===== config.mk =====
export PLATFORM = sky130hd
export DESIGN_NAME = spi_bus_bridge
export DESIGN_NICKNAME = d
export VERILOG_FILES = /design/src/rtl/spi_bridge_pkg.sv /design/src/rtl/spi_bridge_sync.sv /design/src/rtl/spi_bus_bridge.sv
export SDC_FILE = /design/constraint.sdc
export NUM_CORES = 1
export LEC_CHECK = 0
export BUFFER_PORTS_ARGS = -buffer_cell sky130_fd_sc_hd__buf_2
export CAP_MARGIN = 20
export CORE_MARGIN = 3
export CORE_UTILIZATION = 43
export DETAILED_ROUTE_END_ITERATION = 10
export GPL_ROUTABILITY_DRIVEN = 0
export PLACE_DENSITY = 0.74
export SLEW_MARGIN = 5
export SYNTH_ARGS = -nofsm -noshare
export SYNTH_HDL_FRONTEND = slang
export SYNTH_SLANG_ARGS = --single-unit

===== constraint.sdc =====
create_clock -name clk -period 1.8 [get_ports clk]
set_clock_uncertainty 0.05 [all_clocks]
set_input_delay 0.18 -clock clk [delete_from_list [all_inputs] [get_ports clk]]
set_output_delay 0.18 -clock clk [all_outputs]
set_load 0.005 [all_outputs]

===== src/rtl/spi_bridge_pkg.sv =====
// Shared types and constants for the SPI-to-register-bus bridge.
package spi_bridge_pkg;

  typedef enum logic [1:0] {
    S_IDLE,
    S_REQ,
    S_RESP
  } state_t;

  typedef struct packed {
    logic [23:0] addr;
    logic [7:0]  data;
    logic        we;
  } cmd_t;

  // Bit positions inside spi_status
  localparam int unsigned STAT_TIMEOUT  = 0;
  localparam int unsigned STAT_OVERFLOW = 1;
  localparam int unsigned STAT_PENDING  = 2;

  localparam logic [7:0] ERR_DATA_DEFAULT = 8'hEE;

endpackage


===== src/rtl/spi_bridge_sync.sv =====
// Two-flop synchroniser for the asynchronous SPI select (busy) plus a
// single-cycle falling-edge pulse marking the end of an SPI transaction.
module spi_bridge_sync (
  input  logic clk,
  input  logic rst,
  input  logic busy,
  output logic busy_fall
);

  logic busy_meta;
  logic busy_s;
  logic busy_d;

  // Synchronise busy and keep one delayed copy for edge detection
  always_ff @(posedge clk) begin
    if (rst) begin
      busy_meta <= 1'b0;
      busy_s    <= 1'b0;
      busy_d    <= 1'b0;
    end else begin
      busy_meta <= busy;
      busy_s    <= busy_meta;
      busy_d    <= busy_s;
    end
  end

  assign busy_fall = busy_d & ~busy_s;

endmodule


===== src/rtl/spi_bus_bridge.sv =====
// Bridge from the SPI slave core byte stream to the req/ack register bus.
// Each rx_valid becomes one single-byte bus transaction; read data returns
// on tx_valid/tx_data. A one-entry skid buffer absorbs a command arriving
// while the bus is busy. Optional bus timeout: define SPI_BRIDGE_TIMEOUT_EN.
module spi_bus_bridge
  import spi_bridge_pkg::*;
#(
  parameter int unsigned TIMEOUT_CYCLES = 64,
  parameter logic [7:0]  ERR_DATA       = ERR_DATA_DEFAULT
) (
  input  logic        clk,
  input  logic        rst,
  input  logic [7:0]  rx_data,
  input  logic [23:0] address,
  input  logic        we,
  input  logic        rx_valid,
  input  logic        busy,
  output logic        tx_valid,
  output logic [7:0]  tx_data,
  output logic [7:0]  spi_status,
  output logic [23:0] bus_addr,
  output logic [7:0]  bus_wdata,
  output logic        bus_we,
  output logic        bus_req,
  input  logic        bus_ack,
  input  logic [7:0]  bus_rdata
);

  state_t state;
  logic   busy_fall;

  cmd_t   cap_cmd;
  logic   cap_valid;
  cmd_t   skid_cmd;
  logic   skid_valid;

  logic   abort_q;
  logic   aborted;
  logic   ovf_q;
  logic   to_q;
  logic   to_expire;
  logic   to_set;
  logic   ovf_set;

  logic   issue;
  cmd_t   issue_cmd;
  logic   cap_to_skid;

  spi_bridge_sync u_sync (
    .clk       (clk),
    .rst       (rst),
    .busy      (busy),
    .busy_fall (busy_fall)
  );

  // Configurations below 2 cycles leave no room for the counter to run
  if (TIMEOUT_CYCLES < 2) begin : g_timeout_cycles_too_small
  end

`ifdef SPI_BRIDGE_TIMEOUT_EN
  localparam int unsigned   TO_W    = $clog2(TIMEOUT_CYCLES);
  localparam logic [TO_W-1:0] TO_LOAD = TO_W'(TIMEOUT_CYCLES - 1);

  logic [TO_W-1:0] to_cnt;

  // Down-counter armed on every bus request, stops at zero
  always_ff @(posedge clk) begin
    if (rst) begin
      to_cnt <= '0;
    end else if (issue) begin
      to_cnt <= TO_LOAD;
    end else if ((state == S_REQ) && (to_cnt != '0)) begin
      to_cnt <= to_cnt - TO_W'(1);
    end
  end

  assign to_expire = (state == S_REQ) && (to_cnt == '0);
`else
  assign to_expire = 1'b0;
`endif

  // Command routing: skid entry has priority; a capture seen while the skid
  // is being drained in S_IDLE takes the freed slot, so nothing is lost
  always_comb begin
    issue       = (state == S_IDLE) && (skid_valid || cap_valid);
    issue_cmd   = skid_valid ? skid_cmd : cap_cmd;
    cap_to_skid = cap_valid && ((state != S_IDLE) || skid_valid);
    ovf_set     = cap_valid && (state != S_IDLE) && skid_valid;
    to_set      = (state == S_REQ) && !bus_ack && to_expire;
    aborted     = abort_q || busy_fall;
  end

  // Capture register and one-entry skid buffer
  always_ff @(posedge clk) begin
    if (rst) begin
      cap_valid  <= 1'b0;
      cap_cmd    <= '0;
      skid_valid <= 1'b0;
      skid_cmd   <= '0;
    end else begin
      cap_valid <= rx_valid;
      if (rx_valid) begin
        cap_cmd <= '{addr: address, data: rx_data, we: we};
      end
      if (busy_fall) begin
        skid_valid <= 1'b0;
      end else if (cap_to_skid && !ovf_set) begin
        skid_valid <= 1'b1;
        skid_cmd   <= cap_cmd;
      end else if (issue && skid_valid) begin
        skid_valid <= 1'b0;
      end
    end
  end

  // Sticky error flags; a new error in the clearing cycle wins
  always_ff @(posedge clk) begin
    if (rst) begin
      ovf_q <= 1'b0;
      to_q  <= 1'b0;
    end else begin
      if (ovf_set) begin
        ovf_q <= 1'b1;
      end else if (busy_fall) begin
        ovf_q <= 1'b0;
      end
      if (to_set) begin
        to_q <= 1'b1;
      end else if (busy_fall) begin
        to_q <= 1'b0;
      end
    end
  end

  // Status byte shifted out by the core at the start of each transaction
  always_comb begin
    spi_status                = '0;
    spi_status[STAT_TIMEOUT]  = to_q;
    spi_status[STAT_OVERFLOW] = ovf_q;
    spi_status[STAT_PENDING]  = bus_req;
  end

  // Bus transaction FSM with registered bus and response outputs
  always_ff @(posedge clk) begin
    if (rst) begin
      state     <= S_IDLE;
      bus_req   <= 1'b0;
      bus_we    <= 1'b0;
      bus_addr  <= '0;
      bus_wdata <= '0;
      tx_valid  <= 1'b0;
      tx_data   <= '0;
      abort_q   <= 1'b0;
    end else begin
      tx_valid <= 1'b0;
      case (state)
        S_IDLE: begin
          abort_q <= 1'b0;
          if (issue) begin
            bus_req   <= 1'b1;
            bus_addr  <= issue_cmd.addr;
            bus_wdata <= issue_cmd.data;
            bus_we    <= issue_cmd.we;
            state     <= S_REQ;
          end
        end
        S_REQ: begin
          // An ack in the expiry cycle takes precedence over the timeout
          if (bus_ack || to_expire) begin
            bus_req <= 1'b0;
            abort_q <= 1'b0;
            if (bus_we) begin
              state <= S_IDLE;
            end else begin
              tx_data <= bus_ack ? bus_rdata : ERR_DATA;
              if (aborted) begin
                state <= S_IDLE;
              end else begin
                tx_valid <= 1'b1;
                state    <= S_RESP;
              end
            end
          end else if (busy_fall) begin
            abort_q <= 1'b1;
          end
        end
        S_RESP: begin
          state <= S_IDLE;
        end
        default: begin
          state <= S_IDLE;
        end
      endcase
    end
  end

endmodule


# After elaboration in Yosys (flattened, before gate mapping)

Cells that the tools add are included.

Register bits: 118
Input port bits: 46
Output and inout bits: 51
Word-level logic and storage cells: 70

Eq/ne operators: 4
Mux-type cells: 17
Bitwise operators: 6
Reductions and logical operators: 23

Operator list:

| cell               | count |
|---|---|
| $mux 33            | 1 |
| $mux 1             | 9 |
| $mux 2             | 4 |
| $reduce_and 2->1   | 4 |
| $reduce_bool 2->1  | 4 |
| $logic_and 1x1->1  | 6 |
| $reduce_and 3->1   | 2 |
| $not 1->1          | 5 |
| $ne 2x2->1 const B | 2 |
| $pmux 1 s2         | 2 |
| $pmux 2 s2         | 1 |
| $reduce_or 4->1    | 1 |
| $logic_or 1x1->1   | 3 |
| $ne 3x3->1 const B | 1 |
| $eq 2x1->1 const B | 1 |
| $logic_not 2->1    | 1 |
| $reduce_or 2->1    | 1 |
| $and 1x1->1        | 1 |
| $logic_not 1->1    | 1 |

# Logic depth before layout (Yosys ltp)

Gate-level depths: netlist (run 1).

Depth in word-level cells: 7
Depth in mapped cells: 6
Mapped depth without buffers: 3

# Cells and area by module

Synthesis (run 1) repeated with hierarchy kept, for this count alone.

Cell total of the unflattened synthesis: 491
Area total of the unflattened synthesis: 5091.1 um2

By module, submodules not included:

| module          | instances | cells each | area an instance (um2) | sequential area each (um2) |
|---|---|---|---|---|
| spi_bus_bridge  | 1         | 484        | 5003.5                 | 2302.2 |
| spi_bridge_sync | 1         | 7          | 87.6                   | 60.1 |

# Worst setup path before layout (run 1)

OpenSTA, ideal clock, no wires.

Kind: register -> register
Start: register state[1]
End: register skid_cmd[15] (netlist bit)
Setup time: 0.137 ns
Data arrival time: 1.207 ns
Path slack: 0.406 ns
Cell stages (with the launch flop): 6
Path through: dfxtp_1 buf_2 o21a_1 clkbuf_1 o41ai_1 a21oi_1

Word-level cells in the longest chain between the ends: 6
Elaborated cells on any way between the ends: 8

RTL lines:

| item                           | RTL line                                   | text |
|---|---|---|
| from (decl)                    | spi_bus_bridge.sv:29                       | `state_t state;` |
| from (signal assigned)         | spi_bus_bridge.sv:146                      | `state <= S_IDLE;` |
| from (signal assigned)         | spi_bus_bridge.sv:164                      | `state <= S_REQ;` |
| from (signal assigned)         | spi_bus_bridge.sv:173                      | `state <= S_IDLE;` |
| $reduce_bool 2->1 *            | spi_bus_bridge.sv:87, spi_bus_bridge.sv:88 |  |
| $logic_and 1x1->1 (2 in a row) | spi_bus_bridge.sv:88                       | `ovf_set = cap_valid && (state != S_IDLE) && skid_valid;` |
| $logic_not 1->1                | spi_bus_bridge.sv:107                      | `end else if (cap_to_skid && !ovf_set) begin` |
| $logic_and 1x1->1 *            | spi_bus_bridge.sv:107                      |  |
| $reduce_and 2->1 (no line) *   | n/a                                        |  |
| to (signal assigned)           | spi_bus_bridge.sv:109                      | `skid_cmd <= cap_cmd;` |
| to (decl)                      | spi_bus_bridge.sv:34                       | `cmd_t skid_cmd;` |

Mark *: on every way between the ends. The rest lies on a longest branch, timed or not.
A chain may end at the register's enable or synchronous reset.

# Final worst setup path (run 1)

Start: register state[0]
End: register bus_addr[12]

Word-level cells in the longest chain between the ends: 3

RTL lines:

| item                         | RTL line                                    | text |
|---|---|---|
| $logic_not 2->1 *            | spi_bus_bridge.sv:85, spi_bus_bridge.sv:156 |  |
| $logic_and 1x1->1            | spi_bus_bridge.sv:85                        | `issue = (state == S_IDLE) && (skid_valid \|\| cap_valid);` |
| $reduce_and 2->1 (no line) * | n/a                                         |  |
| to (signal assigned)         | spi_bus_bridge.sv:161                       | `bus_addr <= issue_cmd.addr;` |
| to (decl)                    | spi_bus_bridge.sv:21                        | `output logic [23:0] bus_addr,` |

Marks and branches as above.

==> impl_results.md, run 1 <==
- Hold/Removal Path Class: in2reg
- Critical Path Slowest Stage Cell: dfxtp_1
- Vias: 4490
- Synth-to-Final Area Change: 30.9%
- Synth warn: 0
- CP cell instances: buf_4, nor2_2, and2_2, buf_4, a211oi_2
- Crit-path max FO: 13
- Share of the synthesized area in the top cell type: 45.8%
- Area taken by multi-input logic gates: 0.00246 sq mm
- Most common cell in the netlist: dfxtp_1
- Total chip power: 6.91 mW
- Die Y: 116 um
- CTS Buffer Depth: 2
- Max Cap Viol: 0
- Die span in x: 116 um
- Worst skew pair latency: 410 ps
- VDD IR-drop max: 1.12 mV
- Final Cycle Share: 94.7%
- Detail Placement HPWL: 8260 um
- Largest net degree at the start of global routing: 45
- N_diodes: 0
- Cells on worst reg2reg path: 5
- Routed length on met1: 5810 um
- Hold Violations, Final: 0
- DRT Wirelength: 13600 um
- Synth top cells by count: dfxtp_1, a21oi_1, mux2i_1
- Cell seen most often among critical-path stages: buf_4
- Antenna violations before repair: 0
- Filler instances: 956
- Ports: 97
- Uppermost layer routed: met4
- CTS tree: yes
- Unrepaired setup endpoints after global routing: false
- Status: finished, final reports clean
- Sw frac: 24.7%
- Psw: 1.71 mW
- CORE AREA: 0.0116 sq mm
- Number of port buffers: 90
- Distinct cells, synth: 32
- Drt first-iter violations: 289
- Reg2reg start: state[0]
- Fin area: 0.00675 sq mm
- Post-placement cell area: 0.00572 sq mm
- Seq pwr share: 41.1%
- Synth Flop Type: dfxtp_1
- WL/cell: 17.4 um
- Dpl cells: 706
- Synth async-reset ratio: 0%
- Setup Crit Path Kind: reg2reg
- PnR worst setup slack: 95.6 ps
- Min Tclk post-route: 1700 ps
- Leakage: 2.56 nW
- CTS root buf: clkbuf_16
- Via density: 5.74
- Slew Viols, Final: 0
- Vias in the first global route: 4295
- Share of cells above drive strength 1: 29.1%
- Nets: 672
- Seq cells post-synth: 118
- H-tree Lvls: 4
- Antenna viol nets, final: 0
- DR WL met3: 889 um
- Pre-CTS setup slack: -175 ps
- Drt pass-1 iters: 4
- GR Util All Layers: 20.5%
- Post-synth EDFFs: 0
- Dominant cell type by area after synthesis: dfxtp_1
- CTS Sinks: 118
- Worst-margin pin slew: 782 ps
- Finished Layout Cells: 782
- Worst Setup Start Kind: register
- Initial Utilization: 44.6%
- Reg clk slew, reported paths: 50 ps
- Worst EP arrival: 1920 ps
- Std-Cell Rows: 39
- Max_slew headroom: 47.7%
- Critical Path RT: 2020 ps
- Endpoints failing setup: 0
- Cts bufs inserted: 17
- RR Endpoint: bus_addr[12]
- Ranking of synthesized cells by area: dfxtp_1, mux2i_1, a21oi_1
- Global-route wire length before repair: 21500 um
- Delay of the slowest critical-path stage: 420 ps
- Setup TNS: 0 ps
- Worst Setup SP: state[0]
- Post-Syn Area per Cell: 10.0 sq um
- CP Capture Type: register
- Sequential area share after synthesis: 45.8%
- DRC: 0
- Register Area: 0.00236 sq mm
- Post-synthesis instance total: 514
- Synthesized area: 0.00516 sq mm
- Pwr per Cell Area: 1020 mW/mm^2
- Gate power share: 11.4%
- Crit path capture: bus_addr[12]
- Die Area: 0.0133 sq mm
- Met2 routed WL: 6670 um
- Flop-to-flop setup slack: 100 ps
- Max Clock Freq: 587 MHz
- Grt ovf: 0
- Clock power frac: 47.4%
- Internal: 5.20 mW
[critical path, delay by kind of cell, from the launching register on]
family          cells  cell delay (ps)
compound gates      1              100
buf+inv             2              530
simple gates        2              450
flops               1              420
[area by class of cell]
type / count / area share (%)
Inverter: 3 / 0.167
Tap cell: 143 / 2.65
Sequential cell: 118 / 35.0
Timing Repair Buffer: 159 / 17.0
Clock inverter: 12 / 1.91
Multi-Input combinational cell: 327 / 36.4
Clock buffer: 20 / 6.76
[power by group through the flow]
stage	logic (mW)	registers [mW]	clock network [mW]
3_3_place_gp	0.685	2.89	0
4_1_cts	0.789	2.84	3.34
2_1_floorplan	0.480	2.87	0
5_1_grt	0.865	2.85	3.47
6_report	0.791	2.84	3.28
3_5_place_dp	0.711	2.89	0
[flip-flops by register name, summed over array words and instances (netlist names), 2 cells and up]
| register | cells |
|---|---|
| state | 2 |
| tx_data | 8 |
| cap_cmd | 33 |
| skid_cmd | 33 |
| bus_wdata | 8 |
| bus_addr | 24 |
[cell usage in the layout, fill, tap and decap left out, types with 6 or more instances in the layout]
master	count
buf_2	89
a21oi_1	78
dfxtp_1	116
clkbuf_16	17
o41ai_1	33
o2111ai_1	33
a211oi_2	30
nand2_1	19
buf_4	22
dlygate4sd3_1	42
buf_12	6
mux2i_1	66
nor2_1	34
conb_1	6
[worst min path at each step]
stage / startpoint / end / slack, ps / cells after the start
after floorplan: busy / u_sync.busy_meta / 260 / 1
after global placement: busy / u_sync.busy_meta / 340 / 2
after detailed placement: busy / u_sync.busy_meta / 350 / 2
after CTS: bus_ack / state[0] / 90 / 4
after global routing: bus_ack / state[0] / 130 / 4
final: bus_ack / bus_req / 110 / 4
[per-stage QoR]
step | hold WS [ps] | utilization (%)
6_report | 107 | 58.4
5_1_grt | 135 | 58.4
4_1_cts | 88.1 | 58.4
3_5_place_dp | 351 | 49.5
3_3_place_gp | 345 | 49.5
2_1_floorplan | 258 | -
[routing by layer]
metal  track usage, %  vias to the layer above
met5                0                        -
met4             8.06                        0
met3             5.01                       18
met2             34.1                      173
met1             25.8                     2154
li1                 -                     2145
[logic make-up after synthesis]
group / synth area share (%)
flip-flops: 45.8
multiplexers: 12.8
AND/OR/NAND/NOR: 6.57
buffers and inverters: 7.50
AO/OA/AOI/OAI: 27.2
other: 0.0727
[timing repair]
action,4_1_cts,5_1_grt
hold endpoints to repair,42,0
cloned,1,0
gates resized for setup,1,1
hold buffers,42,0
pin swaps,2,0
setup endpoints to repair,33,16
setup buffers,1,0
(Power assumes the default switching activity.)
==> run 2: changes to the inputs <==
- ABC_AREA: default -> 1
- CORE_UTILIZATION: 43 -> 38
- PLACE_DENSITY: 0.74 -> 0.69
==> run 2 against run 1 <==
Cell area down 12%. Critical path type unchanged. Register-to-register slack better by 210 ps. Highest routed layer unchanged. Critical endpoint is now skid_cmd[25]. Largest cell class is now flip-flops and latches. Combinational power shrank 16%. First-iteration DRC count fell by 9.7%.
==> impl_results.md, run 2 <==
- VDD IR-drop max: 0.670 mV (-40%)
- CTS root buf: clkbuf_16
- Post-synthesis mux area share: 0% (-13 points)
- Synthesized area: 0.00467 sq mm (-9.4%)
- WP buf/inv: 1 (-1)
- Grt ovf: 0 (unchanged)
- Nets: 776 (+15%)
- CORE AREA: 0.0117 sq mm (+1.3%)
- Total chip power: 6.61 mW (-4.3%)
- Post-synthesis simple-gate area fraction: 23.2% (+17 points)
- Post-Synth Adder-Cell Area: 0% (unchanged)
- Synth Flop Type: dfxtp_1
- Ports: 97 (unchanged)
- Number of port buffers: 90 (unchanged)
- Seq cells post-synth: 118 (unchanged)
- Pwr per Cell Area: 1110 mW/mm^2 (+8.3%)
- CTS tree: yes
- Largest net degree at the start of global routing: 54 (+20%)
- Share of cells above drive strength 1: 18.5% (-11 points)
- GR Util All Layers: 16.6% (-3.9 points)
- Setup Crit Path Kind: reg2reg
- Die span in x: 117 um (+1.2%)
- Antenna violations before repair: 0 (unchanged)
- Post-synthesis instance total: 635 (+24%)
- Slew Viols, Final: 0 (unchanged)
- Final Cycle Share: 83.0% (-12 points)
- Reg clk slew, reported paths: 50 ps (about the same)
- Max Clock Freq: 669 MHz (+14%)
- Vias: 4275 (-4.8%)
- Synth async-reset ratio: 0% (unchanged)
- Hold Violations, Final: 0 (unchanged)
- CTS Buffer Depth: 2 (unchanged)
- Unrepaired setup endpoints after global routing: false
- Ranking of synthesized cells by area: dfxtp_1, nor2_1, o21ai_0
- DRT Wirelength: 10900 um (-20%)
- Critical Path RT: 2100 ps (+80 ps)
- Worst skew pair latency: 410 ps (about the same)
- Antenna viol nets, final: 0 (unchanged)
- Delay of the slowest critical-path stage: 350 ps (-70 ps)
- Dominant cell type by area after synthesis: dfxtp_1
- Setup TNS: 0 ps (unchanged)
- Worst EP arrival: 1790 ps (-130 ps)
- Synth-to-Final Area Change: 27.6%
- DRC: 0 (unchanged)
- Share of the synthesized area in the top cell type: 50.5% (+4.7 points)
- Most common cell in the netlist: nor2_1
- Post-Syn Area per Cell: 7.36 sq um (-27%)
- Leakage: 2.59 nW (+1.1%)
- Biggest regs: cap_cmd (33), skid_cmd (33), bus_addr (24)
- Vias in the first global route: 4005 (-6.8%)
- Die Area: 0.0137 sq mm (+2.4%)
- Combinational family with the most area after synthesis: simple AND/OR/NAND/NOR gates
- Synth top cells by count: nor2_1, dfxtp_1, o21ai_0
- Crit path max-delay family: simple AND/OR/NAND/NOR gates
- Initial Utilization: 39.9% (-4.7 points)
- Cts bufs inserted: 17 (unchanged)
- Worst Setup Start Kind: register
- Status: finished, final reports clean
- Endpoints failing setup: 0 (unchanged)
- Commonest non-fill, non-tap cell in the layout: nor2_1
- Die Y: 117 um (+1.2%)
- Detail Placement HPWL: 7240 um (-12%)
- Compound-Gate Fraction of Synth Area: 16.5% (-11 points)
- CTS Sinks: 118 (unchanged)
- H-tree Lvls: 4 (unchanged)
- Drt pass-1 iters: 5 (+1)
- Std-Cell Rows: 39 (unchanged)
- Global-route wire length before repair: 17800 um (-17%)
- Sequential area share after synthesis: 50.5% (+4.7 points)
- Commonest non-fill, non-tap cells in the layout: nor2_1, dfxtp_1, buf_2, o21ai_0, nand2_1
- N_diodes: 0 (unchanged)
- Crit-path max FO: 21 (+8)
- XOR/XNOR Fraction of Synth Area: 0% (unchanged)
- Distinct cells, synth: 22 (-31%)
- CP cell instances: nor2_4, o21ai_1, nor2_4, buf_12, nor2_1, nor2_1
- Post-CTS Resized: 0 (-1)
- Post-synth EDFFs: 0 (unchanged)
- Synth warn: 0 (unchanged)
- Max Cap Viol: 0 (unchanged)
- Drt first-iter violations: 261 (-9.7%)
- Via density: 4.84 (-16%)
- Min Tclk post-route: 1490 ps (-209 ps)
- WL/cell: 12.3 um (-29%)
- CP Capture Type: register
- Hold/Removal Path Class: in2reg
- Critical Path Slowest Stage Cell: dfxtp_1
run 2: cell count changes after synthesis, sizes merged, moves of 5 or more:
cell / before / now
clkbuf: 34 / 21
a211oi: 34 / 1
o2111ai: 33 / 0
inv: 3 / 46
nand2: 19 / 76
buf: 38 / 29
mux2i: 66 / 0
nor2: 35 / 159
o21ai: 1 / 110
o41ai: 33 / 0
nand3: 1 / 33
a21oi: 78 / 38
nor2b: 5 / 0
run 2: layout make-up:
type | count | area [sq um]
Clock buffer | 26 | 499
Sequential cell | 118 | 2360
Clock inverter | 4 | 45.0
Inverter | 47 | 176
Tap cell | 143 | 179
Timing Repair Buffer | 121 | 821
Fill cell | 1156 | 5750
Multi-Input combinational cell | 425 | 1880
run 2: worst paths after layout:
check | end | start | slack [ps] | cells past startpoint
setup / recovery | skid_cmd[25] | state[1] | 310 | 6
hold / removal | cap_cmd[1] | rx_data[0] | 9 | 3
setup reg to reg | skid_cmd[25] | state[1] | 310 | 6
hold reg to reg | u_sync.busy_s | u_sync.busy_meta | 350 | 2
run 2: logic make-up after synthesis:
group           count (synthesis)
compound gates                149
buf+inv                        97
flops                         118
other cells                     1
simple gates                  270
run 2: through the flow:
stage	worst slack [ps]	util, %	cell area [sq um]	hold slack (ps)	cells
after floorplan	570	-	4690	237	640
after global placement	357	44.6	5220	330	834
after detailed placement	333	44.6	5220	343	834
after CTS	307	50.9	5960	0.605	884
after global routing	142	50.9	5960	18.5	884
final	305	50.9	5960	8.90	884
run 2: power breakdown:
part / leakage [nW] / switching, mW / total (mW) / internal (mW)
clock: 0.270 / 1.08 / 3.10 / 2.02
sequential: 0.969 / 0.0687 / 2.85 / 2.78
combinational: 1.35 / 0.380 / 0.664 / 0.284
total: 2.59 / 1.53 / 6.61 / 5.08
run 2: worst reg2reg max path, stage by stage, from the launching register on:
cell and delay, ps:
dfxtp_1 350, nor2_4 230, o21ai_1 130, nor2_4 300, buf_12 210, nor2_1 60, nor2_1 100
run 2: per-layer routing:
| metal | GRT usage [%] | up-vias | wire [um] |
|---|---|---|---|
| met1 | 19.7 | 1922 | 4950 |
| met4 | 8.33 | 0 | 229 |
| met3 | 4.73 | 22 | 651 |
| met2 | 27.6 | 129 | 5070 |
| li1 | - | 2202 | - |
| met5 | 0 | - | 0 |
run 2: what timing repair did:
item                                    4_1_cts  5_1_grt
hold endpoints to repair                     20        0
endpoints found under the setup margin        0        0
setup buffers                                 0        0
hold buffers                                 20        0
